`src/rtl/conv_operand_loader.sv`:
```
// conv_operand_loader: assembles a serial byte stream into the 4x4 input and 3x3 filter
// buses of the 2x2 systolic convolution array and sequences the array's reset/run/done.
module conv_operand_loader #(
    parameter int DATA_W     = 8,
    parameter int RST_CYCLES = 2,
    parameter int RUN_CYCLES = 20
) (
    input  logic                  clk,
    input  logic                  rst,
    input  logic                  s_valid,
    input  logic [DATA_W-1:0]     s_data,
    output logic                  s_ready,
    output logic [16*DATA_W-1:0]  in_mat,
    output logic [9*DATA_W-1:0]   flt_mat,
    output logic                  arr_rst,
    output logic                  done
);
    typedef enum logic [2:0] {IDLE, LOAD, ARR_RST, RUN, DONE} state_t;

    localparam logic [4:0] RST_LAST = 5'(RST_CYCLES - 1);
    localparam logic [4:0] RUN_LAST = 5'(RUN_CYCLES - 1);

    state_t            state_q;
    logic [4:0]        cnt_q, tmr_q, wr_idx_d;
    logic              s_ready_q, arr_rst_q, done_q, xfer_d;
    logic [DATA_W-1:0] in_q  [16];
    logic [DATA_W-1:0] flt_q [9];

    // Transfer strobe and the byte slot it targets; a frame always restarts at slot 0.
    always_comb begin
        xfer_d   = s_valid && s_ready_q;
        wr_idx_d = (state_q == LOAD) ? cnt_q : 5'd0;
    end

    // Sequencer: byte count, reset/run timers and registered handshake/array controls.
    always_ff @(posedge clk or posedge rst) begin
        if (rst) begin
            state_q   <= IDLE;
            cnt_q     <= 5'd0;
            tmr_q     <= 5'd0;
            s_ready_q <= 1'b0;
            arr_rst_q <= 1'b1;
            done_q    <= 1'b0;
        end else begin
            case (state_q)
                IDLE: begin
                    s_ready_q <= 1'b1;
                    arr_rst_q <= 1'b1;
                    done_q    <= 1'b0;
                    if (xfer_d) begin
                        cnt_q   <= 5'd1;
                        state_q <= LOAD;
                    end
                end
                LOAD: begin
                    if (cnt_q > 5'd24) begin
                        cnt_q   <= 5'd0;
                        state_q <= IDLE;
                    end else if (xfer_d) begin
                        if (cnt_q == 5'd24) begin
                            cnt_q     <= 5'd0;
                            tmr_q     <= 5'd0;
                            s_ready_q <= 1'b0;
                            state_q   <= ARR_RST;
                        end else begin
                            cnt_q <= cnt_q + 5'd1;
                        end
                    end
                end
                ARR_RST: begin
                    if (tmr_q >= RST_LAST) begin
                        tmr_q     <= 5'd0;
                        arr_rst_q <= 1'b0;
                        state_q   <= RUN;
                    end else begin
                        tmr_q <= tmr_q + 5'd1;
                    end
                end
                RUN: begin
                    if (tmr_q >= RUN_LAST) begin
                        tmr_q     <= 5'd0;
                        done_q    <= 1'b1;
                        s_ready_q <= 1'b1;
                        state_q   <= DONE;
                    end else begin
                        tmr_q <= tmr_q + 5'd1;
                    end
                end
                DONE: begin
                    if (xfer_d) begin
                        cnt_q     <= 5'd1;
                        done_q    <= 1'b0;
                        arr_rst_q <= 1'b1;
                        state_q   <= LOAD;
                    end
                end
                default: begin
                    cnt_q   <= 5'd0;
                    state_q <= IDLE;
                end
            endcase
        end
    end

    // Operand storage: slots 0..15 are the input matrix, 16..24 the filter (low 4 bits index it).
    always_ff @(posedge clk or posedge rst) begin
        if (rst) begin
            for (int k = 0; k < 16; k++) in_q[k] <= '0;
            for (int k = 0; k < 9; k++) flt_q[k] <= '0;
        end else if (xfer_d) begin
            if (wr_idx_d < 5'd16) in_q[wr_idx_d[3:0]] <= s_data;
            else if (wr_idx_d <= 5'd24) flt_q[wr_idx_d[3:0]] <= s_data;
        end
    end

    for (genvar i = 0; i < 16; i++) begin : g_in
        assign in_mat[i*DATA_W +: DATA_W] = in_q[i];
    end
    for (genvar i = 0; i < 9; i++) begin : g_flt
        assign flt_mat[i*DATA_W +: DATA_W] = flt_q[i];
    end

    assign s_ready = s_ready_q;
    assign arr_rst = arr_rst_q;
    assign done    = done_q;
endmodule

```
`config.mk`:
```
export PLATFORM = sky130hd
export DESIGN_NAME = conv_operand_loader
export DESIGN_NICKNAME = d
export VERILOG_FILES = /design/src/rtl/conv_operand_loader.sv
export SDC_FILE = /design/constraint.sdc
export NUM_CORES = 1
export LEC_CHECK = 0
export ABC_AREA = 1
export CAP_MARGIN = 15
export CORE_ASPECT_RATIO = 1.2
export CORE_UTILIZATION = 30
export CTS_CLUSTER_DIAMETER = 50
export DETAILED_ROUTE_END_ITERATION = 6
export PLACE_DENSITY = 0.58
export SLEW_MARGIN = 10
export SYNTH_ARGS = -nofsm -noshare
export SYNTH_HDL_FRONTEND = slang
export SYNTH_SLANG_ARGS = --single-unit
```
`constraint.sdc`:
```
create_clock -name clk -period 17.58 [get_ports clk]
set_input_delay 3.516 -clock clk [delete_from_list [all_inputs] [get_ports clk]]
set_output_delay 3.516 -clock clk [all_outputs]
set_load 0.02 [all_outputs]
```
Word level (Yosys, flattened, before mapping). Cells that the tools add are included.

Bits in registers: 216. Memory bits (read-only): 0. Input bits: 11. Memories kept: 0. Output and inout bits: 203. Bits in latches: 0. Bits in writable memories: 0.

Multipliers: 0. Equal/unequal tests: 14. Reductions and logical operators: 17. Muxes and demuxes: 33. Bitwise gates (word level): 3. $lt $le $gt $ge: 7. Div/mod/pow operators: 0. Shifts and indexed selects: 0. Add/sub/neg operators: 2.

Operators with widths (count): $bwmux 128 (1); $bwmux 72 (1); $mux 5 (10); $demux 8 s4 (1); $pmux 5 s3 (2); $mux 3 (6); $pmux 3 s4 (1); $reduce_and 3->1 (4); $reduce_bool 3->1 (4); $add 5x1->5 const B (2); $ge 5x5->1 const B (2); $ne 2x2->1 const B (5); $reduce_and 5->1 (2); $pmux 1 s3 (3); $mux 8 (1); $mux 1 (7); $eq 3x2->1 const B (2); $eq 5x5->1 const B (1); $ge 5x1->1 const B (1); $gt 5x5->1 const B (1); $le 5x5->1 const B (1); $lt 5x1->1 const B (1); $lt 5x5->1 const B (1); $not 4->5 (1); other kinds (11) (15).

Longest topological paths before layout. Gate-level depths: netlist (run 1).

Depth in word-level cells: 8. Gate-level depth with buffers: 11. Mapped depth without buffers: 11.

Least setup slack after synthesis (run 1). No wires, ideal clock.

Kind: in2reg. Start: input s_valid. End: register in_q, in the netlist in_mat[0]. Cell stages on the path: 8. Required time: 17.448 ns. Data arrival time: 4.430 ns. Setup time: 0.132 ns. Slack: 13.018 ns. Cell sequence: nand2_1 -> inv_1 -> nand2_4 -> nor2_4 -> nand2_4 -> buf_6 -> nand2_1 -> o21ai_2.

Longest elaborated chain between the ends: 2.

Ends and longest elaborated chain: start: declaration (line 10) `input logic s_valid,`; $logic_and 1x1->1 (line 31) `xfer_d = s_valid && s_ready_q;`; $reduce_and 2->1 (no source line); end signal: indexed assignment (line 111) `if (wr_idx_d < 5'd16) in_q[wr_idx_d[3:0]] <= s_data;`; end: declaration (line 26) `logic [DATA_W-1:0] in_q [16];`.

Every way passes these cells. A chain may end at the register's enable or synchronous reset.

==> summary.txt, run 1 <==
Status
  – Outcome: completed

Placed design
  – Placer Congestion: about 0.82
  – Post-detail-place hpwl: around 18 mm
  – DP Area: around 0.011 mm2
  – PortBufs: roughly 210
  – Dpl ws: around 12 ns
  – Placed cells: roughly 1,500

STA
  – Slew @ Worst Pin: 1.13 ns
  – Max-slew violation count: 0
  – Final setup violation count: 0
  – Tmin final: 5.25 ns
  – Slew HR: approximately a quarter
  – Final WS setup: 12.33 ns
  – Setup Skew: about 0.012 ns
  – F_max: about 0.19 GHz
  – TNS Setup: 0 ns
  – Tcrit/Tclk final: 29.9%
  – RSZ-0062 raised after global routing: false
  – Fin. Hold Viols: 0

Synthesis
  – EDFF count, synth: 0
  – Ys async rst share: 100%
  – Ys Warns: 0
  – Area share of the largest cell type after synthesis: between 50 and 60%
  – Netlist Area Pre-Place: approximately 0.0091 mm2
  – Synth cell types: 32
  – Syn nets: about 950
  – Synth Instances: around 930
  – #FFs+latches synth: 216
  – Synth Flop Type: dfrtp_1
  – Post-synthesis sequential area ratio: 59.5%
  – Syn_area_per_cell: approximately 9.8 um2
  – Post-synth top area cell: dfrtp_1
  – Top post-synthesis cells by area: dfrtp_1 (59%), nand2_1 (13%), nand4_1 (5.5%), o21ai_1 (5.3%), o21ai_2 (3.1%)
  – Synth cell count leaders: nand2_1 (322), dfrtp_1 (215), o21ai_1 (97)
  – Most common cell in the synthesized netlist: nand2_1

Die
  – Rows: 69
  – Core area: around 0.030 mm2
  – Chip Height: about 190 um
  – Initial core utilization: a little under a third
  – Die W: about 160 um
  – Top-Level Pins: about 210
  – Die footprint: between 0.03 and 0.04 mm2

Cells and area
  – Syn-to-layout area delta: 35.2%
  – Fin util: approximately two fifths
  – Finished Cell Area: approximately 0.012 mm2
  – Inserted Diodes: 0
  – Proportion of layout cells with a drive suffix above 1: between 10% and 20%
  – FF+latch area: roughly 0.0054 mm2
  – Fill cells: 2,968
  – Footprint of the multi-input gates: 0.00320 mm2
  – Post-layout net count: 1,144
  – Post-Layout Cell Count: approximately 1,500

Global routing
  – Vias in the first global route: between 7,000 and 8,000
  – Grt total ovfl: 0
  – Global Route Usage Sum: between 15 and 20%
  – First-pass GRT wire length: 42.9 mm
  – Initial antenna violation count: 1
  – Pin count of the biggest net entering global routing: 142

CTS
  – Post-CTS Hold Buffers: 0
  – Post-CTS Setup Repair Bufs: 0
  – CTS sink count: 216
  – Reg clk slew, reported paths: approximately 0.050 ns
  – H-tree level count: 1
  – Clock latency on the worst-skew pair: roughly 0.53 ns
  – CTS Root Cell: clkbuf_16
  – CTS tree: built
  – Clk buf depth: 3
  – Post-CTS resize count: 0
  – Total CTS buffers: 27

Setup path
  – Slowest stage cell, crit path: buf_4
  – CP Launch Type: primary input
  – Critical-path cell list: clkdlybuf4s50_1 > inv_8 > buf_4
  – CP arrival: ~5.8 ns
  – CP max FO: 141
  – Critical Path RT: between 15 and 20 ns
  – Crit. End Element: asynchronous set/reset pin
  – Largest stage delay on the critical path: 0.85 ns
  – WS Path Type: in -> async
  – Cells on worst reg2reg path: 7

Drt
  – Drt initial violations: a little under 400
  – WL per Instance: between 15 and 20 um
  – Antenna viol nets, final: 0
  – Vias per inst: approximately 4.7
  – Detailed Route WL: 27.6 mm
  – Pre-antenna DRT Iters: 4
  – Vias: 7,264
  – DRC viols: 0

Power and ir drop
  – Psw: ~250 uW
  – Power share of the clock group: between 50% and 60%
  – P_leak: ~0.0058 uW
  – Sw Ratio: around 23%
  – Combinational Power Share: approximately 2.4%
  – Peak supply drop: approximately 72 uV
  – P per Cell Area: 86.6 mW/mm2
  – Sequential power share: a little under half
  – Int Power: between 800 and 900 uW

Run
  – Maximum capacitance violations: 0

Worst hold path
  – HP Class: reg -> reg
  – Min-Delay Path Depth: 2
layout make-up:
type | instances | share of cell area [%]
multi-input cells | 628 | 26.0
clock inverters | 11 | 0.988
clock buffers | 37 | 6.13
well taps | 390 | 3.97
flip-flops and latches | 216 | 44.0
repair buffers | 217 | 17.6
inverters | 39 | 1.25
power by group through the flow:
stage                     Clock (uW)  Combinational, uW  Sequential (uW)
after detailed placement           0               26.4              506
after global routing             578               28.0              497
final                            541               25.1              497
after global placement             0               26.4              506
after floorplan                    0               13.7              506
after CTS                        556               26.5              497
logic make-up after synthesis:
family / count (synthesis) / share of synthesized area [%]
AO/OA/AOI/OAI: 144 / 9.35
XOR/XNOR: 4 / 0.385
adder cells (fa/ha/maj): 4 / 0.551
buffers and inverters: 88 / 5.40
flip-flops: 216 / 59.5
AND/OR/NAND/NOR: 476 / 24.8
path summary, 6_finish.rpt:
kind	startpoint	endpoint	slack [ns]
hold reg to reg	arr_rst	arr_rst	0.46
max in group clk	s_valid	flt_mat[53]	12.34
min in group asynchronous	rst	in_mat[39]	3.55
setup reg to reg	state_q[0]	flt_mat[11]	15.15
hold / removal	arr_rst	arr_rst	0.46
setup / recovery	rst	in_mat[8]	12.33
placed cells by master, fill, tap and decap left out, types with 2 or more instances in the layout:
cell type and instances:
nand2_4 13, o21ai_1 97, inv_2 9, o21ai_2 32, buf_4 4, inv_6 2, nand3_1 15, nand2_2 7
nor2_2 2, clkbuf_1 6, clkinv_2 2, xor2_1 4, nand4_2 3, nand2_1 322, inv_1 29, a21oi_1 5
clkdlybuf4s50_1 213, clkbuf_8 4, nand4_1 80, nor2_1 21, o21ai_0 7, clkinv_4 2, inv_8 3, dfrtp_1 215
clkbuf_16 27, nor2_4 8, ha_1 4
state kept, by name (all words and copies together) (netlist names):
name and cells:
arr_rst 1, cnt_q 5, done 1, flt_mat 72, in_mat 128, s_ready 1, state_q 3, tmr_q 5
per-stage QoR:
step | hold slack (ns) | power, uW
finish | 0.463 | 1060
global route | 0.478 | 1100
CTS | 0.466 | 1080
detailed placement | 0.457 | 533
global placement | 0.455 | 533
floorplan | 0.494 | 520
per-layer routing:
| layer | track usage [%] | share of wire [%] | up-vias |
|---|---|---|---|
| li1 | - | - | 3505 |
| met1 | 22.7 | 42 | 3498 |
| met2 | 29.8 | 48 | 225 |
| met3 | 5.16 | 8.1 | 34 |
| met4 | 4.21 | 1.7 | 2 |
| met5 | 0 | 0.040 | - |
critical path: cells and delay by family:
kind | cells | cell delay (ns)
buffers and inverters | 3 | 1.96
(Power assumes the default switching activity.)
==> run 2, diff against run 1 <==
- clock period: 17.58 -> 4.9 ns (I/O delays scaled with it)
==> summary.txt, run 2 (synthesis gave the netlist of run 1 again) <==
Global routing
  – Vias in the first global route: slightly above 7,000
  – Pin count of the biggest net entering global routing: approximately 120
  – Grt total ovfl: 0
  – Global Route Usage Sum: 18.1%
  – First-pass GRT wire length: 43.6 mm
  – Initial antenna violation count: 1

Drt
  – Drt initial violations: around 440
  – Vias per inst: ~4.7
  – DRC viols: 0
  – Vias: between 7,000 and 8,000
  – Antenna viol nets, final: 0
  – Detailed Route WL: between 20 and 30 mm
  – WL per Instance: ~18 um
  – Pre-antenna DRT Iters: 5

CTS
  – CTS tree: built
  – Clk buf depth: 3
  – Post-CTS Hold Buffers: 0
  – Post-CTS Setup Repair Bufs: 0
  – CTS Root Cell: clkbuf_16
  – Total CTS buffers: 27
  – H-tree level count: 1
  – Post-CTS resize count: 0
  – CTS sink count: 216
  – Reg clk slew, reported paths: approximately 0.05 ns
  – Clock latency on the worst-skew pair: 0.54 ns

Power and ir drop
  – Total Power: 3880 uW
  – P per Cell Area: between 300 and 400 mW/mm2
  – P_leak: a little under 0.006 uW
  – Peak supply drop: around 220 uV

Cells and area
  – Post-layout net count: around 1,100
  – Fin util: 41.5%
  – Syn-to-layout area delta: 35.8%
  – Commonest non-fill, non-tap cell in the layout: nand2_1
  – Commonest non-fill, non-tap cells in the layout: nand2_1 (322), dfrtp_1 (215), clkdlybuf4s50_1 (213)
  – Inserted Diodes: 0
  – Proportion of layout cells with a drive suffix above 1: between 10% and 20%
  – Max FFs per register: about 130

Die
  – Chip Height: 193 um
  – Core area: roughly 0.030 mm2
  – Top-Level Pins: approximately 210
  – Die W: 161 um
  – Initial core utilization: 30.6%
  – Die footprint: just over 0.03 mm2
  – Rows: between 60 and 70

Setup path
  – Delay-heaviest family, CP: buffers and inverters
  – Buf+Inv Stages, Crit Path: 1
  – Critical Path RT: between 3 and 4 ns
  – WS Path Type: reg -> out
  – Slowest stage cell, crit path: clkdlybuf4s50_1
  – Largest stage delay on the critical path: ~0.60 ns
  – CP max FO: 2
  – Critical-path cell list: clkdlybuf4s50_1
  – CP arrival: 1.64 ns
  – CP Launch Type: register
  – Reg-to-reg slack, setup: between 2 and 2.5 ns
  – Crit. End Element: output pin

STA
  – Hold Worst Slack: 0.463 ns
  – F_max: approximately 0.38 GHz
  – Fin. Hold Viols: 0
  – Tmin final: ~2.6 ns
  – Final WS setup: ~2.3 ns
  – Setup Skew: between 0.02 and 0.025 ns
  – TNS Setup: 0 ns
  – Tcrit/Tclk final: between 50% and 60%
  – Slew HR: about a quarter
  – Slew @ Worst Pin: around 1.1 ns
  – Final setup violation count: 0
  – RSZ-0062 raised after global routing: false
  – Max-slew violation count: 0

Placed design
  – Post-detail-place hpwl: around 19 mm
  – PortBufs: 213
  – Placer Congestion: approximately 0.80
  – Dpl ws: between 1.5 and 2 ns

Status
  – Outcome: completed

Worst hold path
  – HP Class: reg -> reg

Run
  – Maximum capacitance violations: 0
[run 2: path summary, 6_finish.rpt]
path	start	end	depth (start not counted)
hold / removal	arr_rst	arr_rst	2
max in group asynchronous	rst	in_mat[14]	3
hold reg to reg	arr_rst	arr_rst	2
setup reg to reg	state_q[0]	flt_mat[13]	7
min in group asynchronous	rst	flt_mat[52]	3
setup / recovery	arr_rst	arr_rst	1
[run 2: layout make-up]
class	count	area, um2
flip-flops and latches	216	5410
fillers	2984	17400
clock inverters	12	165
multi-input cells	628	3200
repair buffers	218	2190
clock buffers	35	736
inverters	39	150
well taps	390	488
[run 2: where the power goes]
part / internal [uW] / switching [uW]
registers: 1780 / 0
clock network: 1220 / 787
logic: 11.4 / 78.8
[run 2: per-stage QoR]
stage | area (um2) | cells
final | 12300 | 1538
after global routing | 12300 | 1538
after CTS | 12300 | 1538
after detailed placement | 11400 | 1491
after global placement | 11400 | 1491
after floorplan | 9090 | 932
[run 2: layer usage]
layer	wire length (um)	up-vias	track usage (%)
met3	2310	30	5.31
li1	-	3516	-
met2	13600	260	30.1
met1	11500	3488	23.1
met5	12	-	0
met4	460	2	4.25
